$ cat src/rtl/pipe_pkg.sv
// ============================================================================
// Module  : pipe_pkg
// Purpose : Shared widths, FSM state type and ALU funct codes for the ID/EX stage.
// Revision: 1.0
// ============================================================================
`default_nettype none

package pipe_pkg;

    localparam int DEF_DATA_W = 32;
    localparam int DEF_REG_W  = 5;
    localparam int DEF_OP_W   = 6;
    localparam int DEF_CNT_W  = 16;

    typedef enum logic [0:0] {
        ST_RUN    = 1'b0,
        ST_BUBBLE = 1'b1
    } state_e;

    localparam logic [DEF_OP_W-1:0] ALU_ADD  = 6'b100000;
    localparam logic [DEF_OP_W-1:0] ALU_ADDU = 6'b100001;
    localparam logic [DEF_OP_W-1:0] ALU_SUB  = 6'b100010;
    localparam logic [DEF_OP_W-1:0] ALU_SUBU = 6'b100011;
    localparam logic [DEF_OP_W-1:0] ALU_AND  = 6'b100100;
    localparam logic [DEF_OP_W-1:0] ALU_OR   = 6'b100101;
    localparam logic [DEF_OP_W-1:0] ALU_XOR  = 6'b100110;
    localparam logic [DEF_OP_W-1:0] ALU_NOR  = 6'b100111;
    localparam logic [DEF_OP_W-1:0] ALU_SLT  = 6'b101010;
    localparam logic [DEF_OP_W-1:0] ALU_SLTU = 6'b101011;

endpackage

`default_nettype wire

$ cat src/rtl/fwd_mux.sv
// ============================================================================
// Module  : fwd_mux
// Purpose : Single-operand forwarding selector (MEM over WB over latched value).
//           Build option: ID_EX_FORWARD_EN enables forwarding.
// Revision: 1.0
// ============================================================================
`default_nettype none

module fwd_mux
    import pipe_pkg::*;
#(
    parameter int DATA_W = DEF_DATA_W,
    parameter int REG_W  = DEF_REG_W
) (
    input  logic [REG_W-1:0]  src_num,
    input  logic [DATA_W-1:0] reg_val,
    input  logic [REG_W-1:0]  mem_dest,
    input  logic              mem_reg_write,
    input  logic [DATA_W-1:0] mem_result,
    input  logic [REG_W-1:0]  wb_dest,
    input  logic              wb_reg_write,
    input  logic [DATA_W-1:0] wb_result,
    output logic [DATA_W-1:0] fwd_val
);

`ifdef ID_EX_FORWARD_EN
    logic mem_hit;
    logic wb_hit;

    // $0 is hard-wired, so it can never be a forwarding source
    assign mem_hit = mem_reg_write && (mem_dest == src_num) && (src_num != '0);
    assign wb_hit  = wb_reg_write  && (wb_dest  == src_num) && (src_num != '0);

    always_comb begin
        fwd_val = reg_val;
        if (mem_hit) begin
            fwd_val = mem_result;
        end else if (wb_hit) begin
            fwd_val = wb_result;
        end
    end
`else
    logic unused_fwd;
    assign unused_fwd = ^{src_num, mem_dest, mem_reg_write, mem_result,
                          wb_dest, wb_reg_write, wb_result};
    assign fwd_val    = reg_val;
`endif

endmodule

`default_nettype wire

$ cat src/rtl/id_ex_stage.sv
// ============================================================================
// Module  : id_ex_stage
// Purpose : ID/EX pipeline register and ALU operand issue with load-use bubbles.
//           Build option: ID_EX_FORWARD_EN adds MEM/WB operand forwarding.
// Revision: 1.0
// ============================================================================
`default_nettype none

module id_ex_stage
    import pipe_pkg::*;
#(
    parameter int DATA_W = DEF_DATA_W,
    parameter int REG_W  = DEF_REG_W,
    parameter int OP_W   = DEF_OP_W,
    parameter int CNT_W  = DEF_CNT_W
) (
    input  logic              clk,
    input  logic              reset_n,
    input  logic              stall,
    input  logic              flush,
    input  logic              id_valid,
    input  logic [DATA_W-1:0] id_rs_data,
    input  logic [DATA_W-1:0] id_rt_data,
    input  logic [DATA_W-1:0] id_imm,
    input  logic              id_use_imm,
    input  logic              id_uses_rt,
    input  logic [REG_W-1:0]  id_rs_num,
    input  logic [REG_W-1:0]  id_rt_num,
    input  logic [REG_W-1:0]  id_dest,
    input  logic [OP_W-1:0]   id_operation,
    input  logic              id_reg_write,
    input  logic              id_mem_read,
    input  logic              id_mem_write,
    input  logic [REG_W-1:0]  mem_dest,
    input  logic [REG_W-1:0]  wb_dest,
    input  logic              mem_reg_write,
    input  logic              wb_reg_write,
    input  logic [DATA_W-1:0] mem_result,
    input  logic [DATA_W-1:0] wb_result,
    output logic [DATA_W-1:0] ex_a,
    output logic [DATA_W-1:0] ex_b,
    output logic [OP_W-1:0]   ex_operation,
    output logic [DATA_W-1:0] ex_store_data,
    output logic [REG_W-1:0]  ex_dest,
    output logic              ex_reg_write,
    output logic              ex_mem_read,
    output logic              ex_mem_write,
    output logic              ex_valid,
    output logic              hazard_stall,
    output logic [CNT_W-1:0]  stall_count
);

    state_e              state_q;
    logic                ex_valid_q;
    logic                ex_reg_write_q;
    logic                ex_mem_read_q;
    logic                ex_mem_write_q;
    logic [REG_W-1:0]    ex_dest_q;
    logic [REG_W-1:0]    ex_rs_num_q;
    logic [REG_W-1:0]    ex_rt_num_q;
    logic [OP_W-1:0]     ex_operation_q;
    logic [DATA_W-1:0]   rs_data_q;
    logic [DATA_W-1:0]   rt_data_q;
    logic [DATA_W-1:0]   imm_q;
    logic                use_imm_q;
    logic [CNT_W-1:0]    stall_count_q;

    logic                ex_writes;
    logic                ex_src_hit;
    logic                hazard;
    logic                load;
    logic [DATA_W-1:0]   fwd_rs;
    logic [DATA_W-1:0]   fwd_rt;

    assign ex_writes  = ex_valid_q && ex_reg_write_q && (ex_dest_q != '0);
    assign ex_src_hit = (ex_dest_q == id_rs_num) ||
                        (id_uses_rt && (ex_dest_q == id_rt_num));

`ifdef ID_EX_FORWARD_EN
    assign hazard = ex_writes && ex_mem_read_q && ex_src_hit;
`else
    logic mem_src_hit;

    // Without forwarding any pending EX/MEM write must drain; WB is covered by the write-first register file
    assign mem_src_hit = mem_reg_write && (mem_dest != '0) &&
                         ((mem_dest == id_rs_num) ||
                          (id_uses_rt && (mem_dest == id_rt_num)));
    assign hazard      = (ex_writes && ex_src_hit) || mem_src_hit;
`endif

    assign load = id_valid && !hazard;

    always_ff @(posedge clk or negedge reset_n) begin
        if (!reset_n) begin
            state_q        <= ST_RUN;
            ex_valid_q     <= 1'b0;
            ex_reg_write_q <= 1'b0;
            ex_mem_read_q  <= 1'b0;
            ex_mem_write_q <= 1'b0;
            ex_dest_q      <= '0;
            ex_rs_num_q    <= '0;
            ex_rt_num_q    <= '0;
            ex_operation_q <= '0;
            rs_data_q      <= '0;
            rt_data_q      <= '0;
            imm_q          <= '0;
            use_imm_q      <= 1'b0;
            stall_count_q  <= '0;
        end else if (flush) begin
            state_q        <= ST_RUN;
            ex_valid_q     <= 1'b0;
            ex_reg_write_q <= 1'b0;
            ex_mem_read_q  <= 1'b0;
            ex_mem_write_q <= 1'b0;
        end else if (!stall) begin
            case (state_q)
                ST_RUN:    if (hazard)  state_q <= ST_BUBBLE;
                ST_BUBBLE: if (!hazard) state_q <= ST_RUN;
                default:   state_q <= ST_RUN;
            endcase

            if (hazard && (stall_count_q != '1)) begin
                stall_count_q <= stall_count_q + CNT_W'(1);
            end

            ex_valid_q     <= load;
            ex_reg_write_q <= load && id_reg_write;
            ex_mem_read_q  <= load && id_mem_read;
            ex_mem_write_q <= load && id_mem_write;

            if (load) begin
                ex_dest_q      <= id_dest;
                ex_rs_num_q    <= id_rs_num;
                ex_rt_num_q    <= id_rt_num;
                ex_operation_q <= id_operation;
                rs_data_q      <= id_rs_data;
                rt_data_q      <= id_rt_data;
                imm_q          <= id_imm;
                use_imm_q      <= id_use_imm;
            end
        end
    end

    fwd_mux #(.DATA_W(DATA_W), .REG_W(REG_W)) u_fwd_rs (
        .src_num       (ex_rs_num_q),
        .reg_val       (rs_data_q),
        .mem_dest      (mem_dest),
        .mem_reg_write (mem_reg_write),
        .mem_result    (mem_result),
        .wb_dest       (wb_dest),
        .wb_reg_write  (wb_reg_write),
        .wb_result     (wb_result),
        .fwd_val       (fwd_rs)
    );

    fwd_mux #(.DATA_W(DATA_W), .REG_W(REG_W)) u_fwd_rt (
        .src_num       (ex_rt_num_q),
        .reg_val       (rt_data_q),
        .mem_dest      (mem_dest),
        .mem_reg_write (mem_reg_write),
        .mem_result    (mem_result),
        .wb_dest       (wb_dest),
        .wb_reg_write  (wb_reg_write),
        .wb_result     (wb_result),
        .fwd_val       (fwd_rt)
    );

    assign ex_a          = fwd_rs;
    assign ex_b          = use_imm_q ? imm_q : fwd_rt;
    assign ex_store_data = fwd_rt;
    assign ex_operation  = ex_operation_q;
    assign ex_dest       = ex_dest_q;
    assign ex_reg_write  = ex_reg_write_q;
    assign ex_mem_read   = ex_mem_read_q;
    assign ex_mem_write  = ex_mem_write_q;
    assign ex_valid      = ex_valid_q;
    assign hazard_stall  = hazard;
    assign stall_count   = stall_count_q;

endmodule

`default_nettype wire

$ cat config.mk
export PLATFORM = sky130hd
export DESIGN_NAME = id_ex_stage
export DESIGN_NICKNAME = d
export VERILOG_FILES = /design/src/rtl/pipe_pkg.sv /design/src/rtl/fwd_mux.sv /design/src/rtl/id_ex_stage.sv
export SDC_FILE = /design/constraint.sdc
export NUM_CORES = 1
export LEC_CHECK = 0
export BUFFER_PORTS_ARGS = -buffer_cell sky130_fd_sc_hd__buf_2
export CAP_MARGIN = 10
export CORE_UTILIZATION = 35
export CTS_BUF_LIST = sky130_fd_sc_hd__clkbuf_16
export DETAILED_ROUTE_END_ITERATION = 10
export PLACE_DENSITY = 0.66
export SYNTH_ARGS = -nofsm -noshare
export SYNTH_HDL_FRONTEND = slang
export SYNTH_SLANG_ARGS = --single-unit
$ cat constraint.sdc
create_clock -name clk -period 2.9 [get_ports clk]
set_input_delay 0.58 -clock clk [delete_from_list [all_inputs] [get_ports clk]]
set_output_delay 0.58 -clock clk [all_outputs]
set_load 0.02 [all_outputs]
==> results.toml, run 1 <==
[cts]
cts_tree = "built"
clk_pin_slew_ps = 50
post-cts-setup-buffers = 0
cts-htree-levels = 4
clock_latency_ps = 410
cts_root_buf = "clkbuf_16"
clk_path_buf_depth = 2
cts.sinks = 128
cts_buffers = 17

[critical_path]
path_cells = "or4_1 > o211ai_1 > o22a_2 > buf_6 > inv_1 > buf_2"
r2r_cells = 7
slowest_stage = "or4_1"
crit_buf_inv = 3
reg2reg_from = "ex_dest[1]"
reg2reg_to = "imm_q[11]"
arrival_ps = 2180
crit_path_start_kind = "register"
crit_required_ps = 2320
crit_family = "simple AND/OR/NAND/NOR gates"
end_kind = "output port"
cpPeakStageDelay_ps = 570
critical_path_class = "register to output port"
cp_max_fo = 16
reg2reg_slack_ps = 400

[synth]
synth_mux_area_share_pct = 31.4
ys_top_cells_by_count = "128 x dfrtp_1, 76 x mux2_4, 65 x mux2_2"
synthCells = 380
synth_seq_area_share_pct = 53.7
synth_edf_count = 0
synth_top_family_by_area = "multiplexers"
yosysMostFrequentCell = "dfrtp_1"
synth-seq-cells = 128
async_reset_ff_share_pct = 100
syn_area_per_cell_um2 = 15.7
synth_xor_area_share_pct = 5.14
yosysUniqueCellTypes = 33
yosysWarnings = 0
synth_compound_area_share_pct = 1.41
yosys.area_share.adder_pct = 0.210
synth_nets = 584
synth_top_cell_by_area = "dfrtp_1"
yosysTopAreaCellShare_pct = 53.7
synth_area_um2 = 5960
synth_flop_cell = "dfrtp_1"
synth_area_leaders = "dfrtp_1 54%, mux2_4 19%, mux2_2 12%"
yosys.area_share.simple_pct = 4.13

[routing]
dr.pass1.iters = 4
wl_um = 14600
ant_nets = 0
via_count = 4136
via_per_inst = 4.68
wl_per_cell_um = 16.6
drt_first_iter_violations = 145
drc = 0

[sta]
rsz0062_at_grt = "false"
fmax_ghz = 0.362
skew_ps = 5.82
finalSetupTns_ps = 0
slew-limit-headroom_pct = 63.6
hold_viol = 0
setup_violations = 0
maxSlewViolCount = 0
fin_crit_ps = 2760
worst_slew_pin_slew_ps = 546
finalCritPeriodShare_pct = 95.3

[place]
dpl.hpwl_um = 10800
dp_cells = 852
gp_congestion = 0.900
numPortBuffers = 260

[die]
core_area_um2 = 16600
pin_count = 331
initial_utilization_pct = 36.0
core.rowCount = 47
dieArea_um2 = 17600
die_h_um = 133
dieWidth_um = 133

[global_route]
antenna_found_initial = 0
grt_usage_pct = 17.3
grt_overflow_total = 0
grt_pass1_vias = 4442
grt_start_max_net_pins = 69
grt_first_pass_wirelength_um = 23600

[power]
p_per_area_nw_per_um2 = 768
leakagePower_nw = 4.12
max-vdd-ir-drop_uv = 426

[finish]
finalNonFillerCells = 884
antennaDiodeCount = 0
fillers = 1515
drive_gt1_share_pct = 67.3
fin_nets = 855
syn2layout_area_growth_pct = 35.7

[outcome]
outcome = "complete, no violations"

[min_path]
hold_path_class = "primary input to async pin"

[run]
cap_viol_max_count = 0
==> worst register-to-register path, delay by kind of cell (launching register included) <==
kind	cells	cell delay, ps
compound gates	2	380
buf+inv	2	470
flops	1	450
mux	1	310
simple gates	2	790
==> timing repair <==
item | CTS | global route
gates resized for setup | 0 | 1
hold buffers | 0 | 0
setup endpoints to repair | 0 | 1
==> report_power, final <==
group          internal, mW  switching (mW)  leakage (nW)
registers              2.10           0.219          1.56
clock network          1.34           0.792         0.290
logic                 0.845           0.910          2.27
total                  4.29            1.92          4.12
==> stage by stage <==
step                      setup slack [ps]  power [mW]  hold WS, ps  utilization [%]  area (µm²)
after detailed placement               251        4.12          483             45.2        7490
after CTS                             53.8        6.30          160             48.8        8090
after global placement                 236        4.08          472             45.2        7490
after floorplan                        431        3.46          284                -        5960
final                                  137        6.21          155             48.8        8090
after global routing                  30.9        6.50          179             48.8        8090
==> state kept, by name, indices dropped and copies added, names as in the netlist, 5 cells and up <==
name          cells
imm_q            32
ex_dest           5
rs_data_q        32
ex_operation      6
rt_data_q        32
stall_count      16
==> placed cells by master (no fill, tap or decap), types with 4 or more instances in the layout <==
cell	netlist	layout
buf_2	0	259
dfrtp_1	128	128
mux2_4	76	76
mux2_2	65	65
xor2_1	33	33
clkbuf_16	0	17
nor3_1	8	8
nand2_1	7	7
buf_12	8	7
nor4_1	6	6
buf_4	3	5
nor2_1	4	4
nand3_1	4	4
clkinv_2	0	4
clkinv_4	0	4
==> per-layer routing <==
layer | share of wire [%] | vias up | GRT usage (%)
met2 | 50 | 195 | 29.1
met4 | 1.3 | 0 | 4.92
met5 | 0 | - | 0
met1 | 41 | 2022 | 20.6
met3 | 7.7 | 15 | 6.51
li1 | - | 1904 | -
==> cell families after synthesis <==
group | Yosys count
AO/OA/AOI/OAI | 10
adder cells (fa/ha/maj) | 1
AND/OR/NAND/NOR | 44
XOR/XNOR | 35
flip-flops | 128
multiplexers | 141
buffers and inverters | 21
==> layout make-up <==
class                      count  area [µm²]  share of cell area (%)
multi-input combinational    231        2530                    31.2
inverter                       1        3.75                  0.0464
clock buffer                  17         425                    5.26
timing repair buffer         272        1490                    18.4
sequential                   128        3200                    39.6
tap                          220         275                    3.40
clock inverter                15         171                    2.12
==> worst max path at each step <==
stage                        end         from  depth (start not counted)
finish              hazard_stall   ex_dest[1]                          6
global route        hazard_stall   ex_dest[1]                          6
CTS                 hazard_stall   ex_dest[1]                          6
detailed placement     imm_q[11]  mem_dest[1]                          8
global placement    rt_data_q[0]  mem_dest[1]                          8
floorplan           hazard_stall  mem_dest[1]                          5
No activity file was read; power rests on OpenSTA's default activity.
==> run 2, diff against run 1 <==
--- a/config.mk
+++ b/config.mk
@@ -10,7 +10,8 @@
 export CORE_UTILIZATION = 35
 export CTS_BUF_LIST = sky130_fd_sc_hd__clkbuf_16
 export DETAILED_ROUTE_END_ITERATION = 10
-export PLACE_DENSITY = 0.66
+export GPL_ROUTABILITY_DRIVEN = 0
+export PLACE_DENSITY_LB_ADDON = 0.08
 export SYNTH_ARGS = -nofsm -noshare
 export SYNTH_HDL_FRONTEND = slang
 export SYNTH_SLANG_ARGS = --single-unit
==> run 2 against run 1 <==
Die area stayed put. Critical endpoint unchanged. Global-route usage down 0.17 points. Core utilization down 0.13 points. Design area is 0.26% lower. Combinational power is essentially flat. Fmax grew 0.90%. Highest routed layer unchanged. Sequential share of layout area up 0.10 points. Sequential cell count did not move. Sequential power is essentially flat.
==> results.toml, run 2 (same netlist as run 1, synthesis figures left out) <==
[critical_path]
r2r_cells = 6
cpPeakStageDelay_ps = 520
crit_required_ps = 2320
path_cells = "or4_1 > o211ai_1 > o22a_2 > buf_6 > inv_1 > buf_2"
slowest_stage = "or4_1"
reg2reg_slack_ps = 470
reg2reg_from = "ex_dest[2]"
reg2reg_to = "rt_data_q[29]"
cp_max_fo = 16
arrival_ps = 2160
critical_path_class = "register to output port"
end_kind = "output port"
crit_path_start_kind = "register"

[finish]
syn2layout_area_growth_pct = 35.3
fin_nets = 851
drive_gt1_share_pct = 66.8
finalNonFillerCells = 883
top_regs = "imm_q (32), rs_data_q (32), rt_data_q (32)"
final_cell_mix = "259 x buf_2, 128 x dfrtp_1, 76 x mux2_4, 65 x mux2_2, 33 x xor2_1"
fin_util_pct = 48.7
mostFrequentLayoutCell = "buf_2"

[power]
p_per_area_nw_per_um2 = 777
power_frac_comb_pct = 27.6
switching_share_pct = 30.3
seq_power_share_pct = 37.0
max-vdd-ir-drop_uv = 450
switchingPower_mw = 1.90
internal_power_mw = 4.37
p_total_mw = 6.27
clkPwrFrac_pct = 35.4
leakagePower_nw = 4.08

[cts]
cts_root_buf = "clkbuf_16"
clk_path_buf_depth = 2
clk_pin_slew_ps = 60
cts-htree-levels = 4
cts_hold_buf = 0
cts_buffers = 17
cts.sinks = 128
cts_tree = "built"
post-cts-setup-buffers = 0
clock_latency_ps = 410

[routing]
ant_nets = 0
drc = 0
via_per_inst = 4.69
via_count = 4138
dr.pass1.iters = 4
wl_per_cell_um = 16.3
wl_um = 14400
drt_first_iter_violations = 106

[die]
pin_count = 331
initial_utilization_pct = 36.0
dieArea_um2 = 17600
die_h_um = 133
core.rowCount = 47
dieWidth_um = 133
core_area_um2 = 16600

[place]
numPortBuffers = 260
dp_cells = 848
dpl.hpwl_um = 10300

[global_route]
grt_pass1_vias = 4430
antenna_found_initial = 3
grt_usage_pct = 17.1
grt_overflow_total = 0
grt_first_pass_wirelength_um = 23400
grt_start_max_net_pins = 61

[min_path]
hold_path_class = "primary input to async pin"

[run]
cap_viol_max_count = 0

[outcome]
outcome = "complete, no violations"

[sta]
finalSetupTns_ps = 0
setup_violations = 0
skew_ps = 10.1
hold_viol = 0
rsz0062_at_grt = "false"
fin_crit_ps = 2740
maxSlewViolCount = 0
finalCritPeriodShare_pct = 94.4
worst_slew_pin_slew_ps = 531
slew-limit-headroom_pct = 64.6
fmax_ghz = 0.365
[run 2: cell count changes in the layout (fill, tap and decap cells not counted), sizes merged]
| cell | previous run | this run |
|---|---|---|
| clkinv | 8 | 6 |
| diode | 0 | 3 |
| bufinv | 3 | 4 |
| clkinvlp | 3 | 4 |
| buf | 272 | 268 |
[run 2: cell type report]
| cell class | instances | area (µm²) |
|---|---|---|
| Sequential cell | 128 | 3200 |
| Clock inverter | 15 | 191 |
| Fill cell | 1572 | 8510 |
| Clock buffer | 17 | 425 |
| Inverter | 1 | 3.75 |
| Tap cell | 220 | 275 |
| Timing Repair Buffer | 268 | 1430 |
| Multi-Input combinational cell | 231 | 2530 |
| Antenna cell | 3 | 7.51 |
[run 2: critical path, delay by kind of cell (launching register included)]
kind	cells	cell delay, ps
buf+inv	3	370
simple gates	1	520
compound gates	2	400
flops	1	450
[run 2: worst max-delay path by stage]
stage	startpoint	end	slack [ps]	cells after the start
detailed placement	mem_dest[1]	rs_data_q[22]	200	7
global route	ex_dest[1]	hazard_stall	20	6
CTS	ex_dest[3]	hazard_stall	80	7
global placement	mem_dest[1]	rs_data_q[16]	220	7
finish	ex_dest[2]	hazard_stall	160	6
floorplan	mem_dest[1]	hazard_stall	430	5
[run 2: layer usage]
metal	routed length (µm)	part of all wire, %	track usage, %	up-vias
met5	0	0	0	-
met4	384	2.7	7.85	0
met3	1040	7.2	5.79	26
met2	6990	49	27.9	166
met1	5950	41	20.4	2053
li1	-	-	-	1893
[run 2: power by group through the flow]
| stage | clock network, mW | logic, mW | registers [mW] |
|---|---|---|---|
| 2_1_floorplan | 0 | 0.880 | 2.58 |
| 6_report | 2.22 | 1.73 | 2.32 |
| 3_5_place_dp | 0 | 1.74 | 2.35 |
| 4_1_cts | 2.28 | 1.75 | 2.33 |
| 5_1_grt | 2.37 | 1.84 | 2.37 |
| 3_3_place_gp | 0 | 1.73 | 2.33 |
[run 2: metrics by stage]
step | hold slack [ps] | instance area (µm²) | setup WS [ps]
finish | 135 | 8070 | 162
global route | 159 | 8070 | 24.9
CTS | 139 | 8050 | 78.8
detailed placement | 479 | 7440 | 203
global placement | 469 | 7440 | 215
floorplan | 284 | 5960 | 431
[run 2: timing repair]
item,in CTS,in global routing
endpoints found under the setup margin,0,1
endpoints found under the hold margin,0,0
gates resized for setup,0,2
==> run 3, diff against run 2 <==
--- a/config.mk
+++ b/config.mk
@@ -9,9 +9,11 @@
 export CAP_MARGIN = 10
 export CORE_UTILIZATION = 35
 export CTS_BUF_LIST = sky130_fd_sc_hd__clkbuf_16
+export CTS_CLUSTER_SIZE = 24
 export DETAILED_ROUTE_END_ITERATION = 10
 export GPL_ROUTABILITY_DRIVEN = 0
-export PLACE_DENSITY_LB_ADDON = 0.08
+export PLACE_DENSITY_LB_ADDON = 0.12
+export REMOVE_ABC_BUFFERS = 1
 export SYNTH_ARGS = -nofsm -noshare
 export SYNTH_HDL_FRONTEND = slang
 export SYNTH_SLANG_ARGS = --single-unit
==> run 3 against run 2 <==
Total power rose by 1.4%. Design area grew 0.14%. First-iteration DRC count increased by 33%. Sequential power hardly changed. Non-clock buffer count grew 2. Register-to-register slack better by 40 ps. Clock-buffer cell count stayed put. Largest cell class unchanged. Largest power group unchanged.
==> results.toml, run 3 (same netlist as run 1, synthesis figures left out) <==
[sta]
fmax_ghz = 0.367
hold_ws_ps = 399
fin_crit_ps = 2720
setup_violations = 0
slew-limit-headroom_pct = 61.8
worst_slew_pin_slew_ps = 572
finalSetupTns_ps = 0
maxSlewViolCount = 0
skew_ps = 8.65
finalCritPeriodShare_pct = 93.9
hold_viol = 0
rsz0062_at_grt = "false"
fin_ws_ps = 178

[critical_path]
crit_required_ps = 2320
crit_path_start_kind = "register"
cp_max_fo = 16
critical_path_class = "register to output port"
r2r_cells = 6
reg2reg_slack_ps = 510
slowest_stage = "or4_1"
end_kind = "output port"
path_cells = "or4_1 > o211ai_1 > o22a_2 > buf_4 > inv_1 > buf_2"
cpPeakStageDelay_ps = 520
reg2reg_to = "rs_data_q[11]"
arrival_ps = 2140
reg2reg_from = "ex_dest[2]"

[global_route]
antenna_found_initial = 0
grt_start_max_net_pins = 74
grt_usage_pct = 16.4
grt_first_pass_wirelength_um = 22400
grt_pass1_vias = 4288
grt_overflow_total = 0

[routing]
routed-wl-met2_um = 6870
wl_met3_um = 999
via_per_inst = 4.65
wl_per_cell_um = 16.0
drt_first_iter_violations = 141
via_count = 4103
top_layer = "met4"
dr.pass1.iters = 4
m1WireLength_um = 6050
ant_nets = 0
wl_um = 14100
drc = 0

[finish]
final_cell_mix = "259 x buf_2, 128 x dfrtp_1, 76 x mux2_4, 65 x mux2_2, 33 x xor2_1"
final_area_um2 = 8080
finalNonFillerCells = 882
syn2layout_area_growth_pct = 35.5
fin_util_pct = 48.7
mostFrequentLayoutCell = "buf_2"
antennaDiodeCount = 0
top_regs = "imm_q (32), rs_data_q (32), rt_data_q (32)"
drive_gt1_share_pct = 66.8
fin_nets = 853

[die]
die_h_um = 133
pin_count = 331
dieWidth_um = 133
initial_utilization_pct = 36.0
dieArea_um2 = 17600
core.rowCount = 47
core_area_um2 = 16600

[min_path]
holdPathStages = 2
hold_path_class = "primary input to register"
holdPathEnd = "rs_data_q[28]"
min_from = "id_rs_data[28]"

[cts]
cts.sinks = 128
cts_root_buf = "clkbuf_16"
cts-htree-levels = 4
clk_pin_slew_ps = 60
cts_tree = "built"
clock_latency_ps = 410
cts_buffers = 17
cts_resized = 0
clk_path_buf_depth = 2

[place]
dpl.hpwl_um = 10100
dpl-instance-area_um2 = 7430
dp_cells = 849
numPortBuffers = 260
dpl_worst_slack_ps = 215

[run]
cap_viol_max_count = 0

[power]
p_per_area_nw_per_um2 = 787
max-vdd-ir-drop_uv = 520
leakagePower_nw = 4.10
p_total_mw = 6.36

[outcome]
outcome = "complete, no violations"
run 3: metal layers:
metal | up-vias | global-route usage, %
met2 | 168 | 26.5
met3 | 18 | 6.02
met5 | - | 0
li1 | 1893 | -
met1 | 2024 | 20.1
met4 | 0 | 5.81
run 3: where the power goes:
| group | internal (mW) | total [mW] | switching (mW) |
|---|---|---|---|
| Clock | 1.52 | 2.31 | 0.795 |
| Sequential | 2.10 | 2.31 | 0.209 |
| Combinational | 0.836 | 1.73 | 0.899 |
| Total | 4.46 | 6.36 | 1.90 |
run 3: critical path: cells and delay by family (launching register included):
| kind | cells | cell delay (ps) |
|---|---|---|
| flip-flops | 1 | 460 |
| AND/OR/NAND/NOR | 1 | 520 |
| buffers and inverters | 3 | 410 |
| AO/OA/AOI/OAI | 2 | 340 |
run 3: repair_timing:
| item | CTS | global route |
|---|---|---|
| buffers inserted | 0 | 0 |
| hold buffers | 1 | 0 |
| endpoints found under the hold margin | 10 | 0 |
run 3: area by class of cell:
| type | count | area [µm²] |
|---|---|---|
| sequential | 128 | 3200 |
| inverter | 1 | 3.75 |
| tap | 220 | 275 |
| clock buffer | 17 | 425 |
| fill | 1513 | 8500 |
| clock inverter | 15 | 215 |
| multi-input combinational | 231 | 2530 |
| timing repair buffer | 270 | 1430 |
run 3: how the worst max path moves through the flow:
| stage | to | slack, ps | start | cells after the start |
|---|---|---|---|---|
| floorplan | ex_dest[4] | -2990 | mem_dest[1] | 5 |
| global placement | ex_dest[4] | 210 | mem_dest[1] | 7 |
| detailed placement | rs_data_q[11] | 210 | mem_dest[1] | 7 |
| CTS | hazard_stall | 140 | ex_dest[0] | 7 |
| global route | hazard_stall | 50 | ex_dest[0] | 7 |
| finish | hazard_stall | 180 | ex_dest[2] | 6 |
